===== src/rtl/usb_rx_bit_timer.sv =====
// ---------------------------------------------------------------------------
// usb_rx_bit_timer
//
// Receive-side bit timing for a USB full/low-speed PHY. A phase counter
// divides each bit time into CLKS_PER_BIT clocks and produces a sample strobe
// at SAMPLE_POINT. On each sample the line is NRZI-decoded and bit-stuffing is
// removed. Every surviving data bit is presented as a one-cycle shift_enable
// pulse with bit_out. Byte boundaries are flagged with byte_received.
//
// Build option:
//   USB_RX_RESYNC_EN  defined   -> each d_edge pulse realigns the phase counter
//                                  to 0. A sample due in the same cycle is
//                                  still taken.
//                     undefined -> d_edge is ignored and the phase counter
//                                  free-runs from 0 at the start of a packet.
//
// Ports:
//   clk            in   system clock, rising edge
//   n_rst          in   asynchronous active-low reset
//   rcving         in   high for the whole packet, low while idle
//   d_edge         in   one-cycle pulse on any synchronized D+ transition
//   d_plus_sync    in   synchronized D+ level
//   shift_enable   out  one-cycle pulse per decoded, unstuffed data bit
//   bit_out        out  decoded data bit, valid with shift_enable
//   byte_received  out  one-cycle pulse with the 8th shift_enable of a byte
//   stuff_error    out  sticky bit-stuffing violation flag for this packet
// ---------------------------------------------------------------------------
module usb_rx_bit_timer #(
    parameter int CLKS_PER_BIT = 8,
    parameter int SAMPLE_POINT = 3
) (
    input  logic clk,
    input  logic n_rst,
    input  logic rcving,
    input  logic d_edge,
    input  logic d_plus_sync,
    output logic shift_enable,
    output logic bit_out,
    output logic byte_received,
    output logic stuff_error
);

    localparam int PHASE_W = $clog2(CLKS_PER_BIT);
    localparam logic [PHASE_W-1:0] PHASE_LAST   = PHASE_W'(CLKS_PER_BIT - 1);
    localparam logic [PHASE_W-1:0] PHASE_SAMPLE = PHASE_W'(SAMPLE_POINT);

    logic [PHASE_W-1:0] phase;
    logic [2:0]         ones;
    logic [2:0]         bit_cnt;
    logic               prev_level;

    logic               sample;
    logic               decoded;
    logic               is_stuff;
    logic               resync;
    logic [PHASE_W-1:0] phase_next;

    // Phase advance with wrap at the end of a bit time.
    function automatic logic [PHASE_W-1:0] phase_step(input logic [PHASE_W-1:0] cur);
        return (cur == PHASE_LAST) ? '0 : cur + PHASE_W'(1);
    endfunction

`ifdef USB_RX_RESYNC_EN
    assign resync = d_edge;
`else
    logic unused_d_edge;
    assign unused_d_edge = d_edge;
    assign resync        = 1'b0;
`endif

    assign sample     = rcving && (phase == PHASE_SAMPLE);
    // NRZI: no transition since the previous sample means a 1.
    assign decoded    = (d_plus_sync == prev_level);
    // After six 1s the transmitter inserts a 0. That slot is never data.
    assign is_stuff   = (ones == 3'd6);
    // The sample uses the current phase, so an edge landing on the sample
    // point still gets sampled before the counter is realigned.
    assign phase_next = resync ? '0 : phase_step(phase);

    always_ff @(posedge clk or negedge n_rst) begin
        if (!n_rst) begin
            phase         <= '0;
            ones          <= 3'd0;
            bit_cnt       <= 3'd0;
            prev_level    <= 1'b1;
            shift_enable  <= 1'b0;
            bit_out       <= 1'b0;
            byte_received <= 1'b0;
            stuff_error   <= 1'b0;
        end else if (!rcving) begin
            // Idle: drop any partial byte and rearm for the next packet.
            // The line idles at J, so the next NRZI reference is 1.
            phase         <= '0;
            ones          <= 3'd0;
            bit_cnt       <= 3'd0;
            prev_level    <= 1'b1;
            shift_enable  <= 1'b0;
            byte_received <= 1'b0;
            stuff_error   <= 1'b0;
        end else begin
            phase         <= phase_next;
            shift_enable  <= 1'b0;
            byte_received <= 1'b0;
            if (sample) begin
                prev_level <= d_plus_sync;
                if (is_stuff) begin
                    // A 1 where a stuffed 0 was required is a violation.
                    // ones stays at 6, so later samples are also rejected.
                    if (decoded) begin
                        stuff_error <= 1'b1;
                    end else begin
                        ones <= 3'd0;
                    end
                end else begin
                    ones          <= decoded ? ones + 3'd1 : 3'd0;
                    shift_enable  <= 1'b1;
                    bit_out       <= decoded;
                    bit_cnt       <= bit_cnt + 3'd1;
                    byte_received <= (bit_cnt == 3'd7);
                end
            end
        end
    end

endmodule


===== config.mk =====
export PLATFORM = sky130hd
export DESIGN_NAME = usb_rx_bit_timer
export DESIGN_NICKNAME = d
export VERILOG_FILES = /design/src/rtl/usb_rx_bit_timer.sv
export SDC_FILE = /design/constraint.sdc
export NUM_CORES = 1
export LEC_CHECK = 0
export ABC_AREA = 0
export CAP_MARGIN = 20
export CORE_MARGIN = 2
export CORE_UTILIZATION = 51
export CTS_CLUSTER_SIZE = 10
export DETAILED_ROUTE_END_ITERATION = 10
export PLACE_DENSITY = 0.75
export SLEW_MARGIN = 10
export SYNTH_ARGS = -nofsm -noshare
export SYNTH_HDL_FRONTEND = slang
export SYNTH_SLANG_ARGS = --single-unit

===== constraint.sdc =====
create_clock -name clk -period 1.9 [get_ports clk]
set_input_delay 0.285 -clock clk [delete_from_list [all_inputs] [get_ports clk]]
set_output_delay 0.285 -clock clk [all_outputs]
set_load 0.05 [all_outputs]

==> impl_metrics.env <==
export IMPL_rows=13
export IMPL_hold_viol_final=0
export IMPL_portBuffers=7
export IMPL_postRouteAntennaNets=0
export IMPL_synthesis_nets=69
export IMPL_drt_initial_drc_count=7
export IMPL_grt_pass1_wl_microns=1918
export IMPL_root_buffer="clkbuf_4"
export IMPL_fp_dieH_microns=40.90
export IMPL_cp_slowest_stage_delay_ps=800
export IMPL_ys_seq_elements=14
export IMPL_postCtsSetupBuffers=0
export IMPL_synth_avg_cell_area_sq_um=12.18
export IMPL_routedWlPerCell_microns=12.68
export IMPL_fp_dieArea_sq_um=1673
export IMPL_critPathLaunchType="register"
export IMPL_synth_area_sq_um=694.4
export IMPL_finalSetupViolCount=0
export IMPL_path_max_fanout=2
export IMPL_syn2layout_area_growth_pct=19.28
export IMPL_final_layout_size_suffix_gt1_frac=0.2000
export IMPL_slew_viol_final=0
export IMPL_required_ps=1620
export IMPL_fin_ws_ps=182.5
export IMPL_antenna_found_initial=0
export IMPL_critPathKind="register to primary output"
export IMPL_clockBufferDepth=2
export IMPL_hp_class="primary input to async pin"
export IMPL_pre_cts_slack_ps=392.6
export IMPL_routabilityCongestion=0.6546
export IMPL_grt_pass1_vias=433
export IMPL_clkTransAtPathRegs_ps=80
export IMPL_layout_commonest_cell="dfrtp_1"
export IMPL_hpwl_microns=769.2
export IMPL_antennaDiodeCount=0
export IMPL_num_vias=446
export IMPL_max_slew_margin_rel=0.5838
export IMPL_critPathCaptureType="primary output"
export IMPL_status="complete, no violations"
export IMPL_yosysUniqueCellTypes=24
export IMPL_mostFrequentLayoutCells="dfrtp_1, ha_1, clkdlybuf4s50_1, nor2b_1, nand2_1"
export IMPL_timing_final_crit_share=0.9039
export IMPL_crit_chain="clkdlybuf4s50_1"
export IMPL_yosysSeqAreaShare=0.5063
export IMPL_cts_resized_gates=0
export IMPL_crit_family="buffers and inverters"
export IMPL_wl_microns=1078
export IMPL_arrival_ps=1430
export IMPL_maxCapViolCount=0
export IMPL_initial_utilization=0.5404
export IMPL_nFillCells=110
export IMPL_cp_buffers_inverters=1
export IMPL_grt_max_degree=15
export IMPL_numCtsBuffers=3
export IMPL_drc=0
export IMPL_overflow=0
export IMPL_rsz0062_at_grt="no"
export IMPL_clkSinkCount=14
export IMPL_cp_slowest_cell="clkdlybuf4s50_1"
export IMPL_nets=83
export IMPL_netlist_instances=57
export IMPL_fmax_mhz=582.3
export IMPL_core_area_sq_um=1285
export IMPL_ir_drop_mv=0.3935
export IMPL_skew_ps=3.139
export IMPL_dieWidth_microns=40.90
export IMPL_htreeDepth=1
export IMPL_ios=9
export IMPL_tightest_slew_ps=622.3
export IMPL_grt_util_all_layers=0.1822
export IMPL_power_leakage_nw=0.3988
export IMPL_clkLatencyLatePin_ps=270
export IMPL_cts_hold_buf=0
export IMPL_drtPass1Iterations=3
export IMPL_ys_warnings_count=0
export IMPL_min_period_ps=1717
export IMPL_cts_tree="done"
export IMPL_finalSetupTns_ps=0
export IMPL_via_per_inst=5.247
export IMPL_power_density_nw_per_um2=742.5
-- routing by layer --
| layer | wire (microns) | track usage |
|---|---|---|
| met5 | 0 | 0 |
| met2 | 486 | 0.2461 |
| met4 | 0 | 0.1000 |
| met1 | 560 | 0.2585 |
| met3 | 30 | 0.04891 |
-- metrics by stage --
| step | utilization | std cells | power (mW) | hold WS, ps | instance area (sq um) |
|---|---|---|---|---|---|
| 6_report | 0.6446 | 85 | 0.6150 | 397.9 | 828.3 |
| 5_1_grt | 0.6446 | 85 | 0.6549 | 444.6 | 828.3 |
| 4_1_cts | 0.6446 | 85 | 0.6283 | 411.8 | 828.3 |
| 3_5_place_dp | 0.6241 | 81 | 0.4522 | 447.0 | 802.0 |
| 3_3_place_gp | 0.6241 | 81 | 0.4490 | 427.6 | 802.0 |
| 2_1_floorplan | - | 57 | 0.4066 | -10.59 | 694.4 |
-- area by class of cell --
| type | instances | area, sq um | share of cell area |
|---|---|---|---|
| Timing Repair Buffer | 10 | 92.59 | 0.1118 |
| Inverter | 2 | 7.507 | 0.009063 |
| Tap cell | 15 | 18.77 | 0.02266 |
| Multi-Input combinational cell | 40 | 331.6 | 0.4003 |
| Sequential cell | 14 | 351.6 | 0.4245 |
| Clock buffer | 4 | 26.28 | 0.03172 |
-- state kept, by name, summed over array words and instances, names as in the netlist --
signal / count
bit_cnt: 3
bit_out: 1
byte_received: 1
ones: 3
phase: 3
prev_level: 1
shift_enable: 1
stuff_error: 1
-- cells in the mapped netlist (all sizes together) --
library cell / n / area, sq um
dfstp: 1 / 26.28
nand2: 4 / 15.01
a21oi: 3 / 15.01
and2b: 2 / 17.52
nor2b: 4 / 25.02
o21ai: 3 / 15.01
xnor2: 1 / 8.760
and3b: 1 / 8.760
and2: 2 / 15.02
xor2: 1 / 8.760
inv: 2 / 7.510
mux2i: 3 / 30.03
ha: 7 / 87.58
clkbuf: 1 / 3.750
a41oi: 1 / 8.760
dfrtp: 13 / 325.3
and3: 1 / 7.510
nand2b: 1 / 6.260
mux2: 1 / 15.01
nor3b: 1 / 7.510
a21o: 1 / 8.760
a21boi: 1 / 18.77
a31oi: 2 / 12.51
-- path summary, 6_finish.rpt --
check | endpoint | from | cells past startpoint | slack, ps
max | stuff_error | stuff_error$_DFFE_PN0P_ | 1 | 180
max in group asynchronous | phase[1]$_DFF_PN0_ | n_rst | 1 | 1100
min in group clk | phase[0]$_DFF_PN0_ | phase[0]$_DFF_PN0_ | 1 | 450
max reg2reg | bit_out$_DFFE_PN0P_ | phase[0]$_DFF_PN0_ | 5 | 400
min | bit_out$_DFFE_PN0P_ | n_rst | 1 | 400
min reg2reg | phase[0]$_DFF_PN0_ | phase[0]$_DFF_PN0_ | 1 | 450
-- where the power goes --
group | switching [mW] | internal [mW]
Combinational | 0.0658 | 0.0531
Sequential | 0.00938 | 0.316
Clock | 0.0896 | 0.0812
-- kinds of logic after synthesis --
kind of cell,count (synthesis),share of synthesized area
and+or+nand+nor,16,0.1478
adders and majority gates,7,0.1261
DFF,14,0.5063
muxes,4,0.06486
xor gates and xnor gates,2,0.02523
buffers and inverters,3,0.01622
AOI/OAI and AO/OA,11,0.1135
Power figures use the tool's default switching activity.
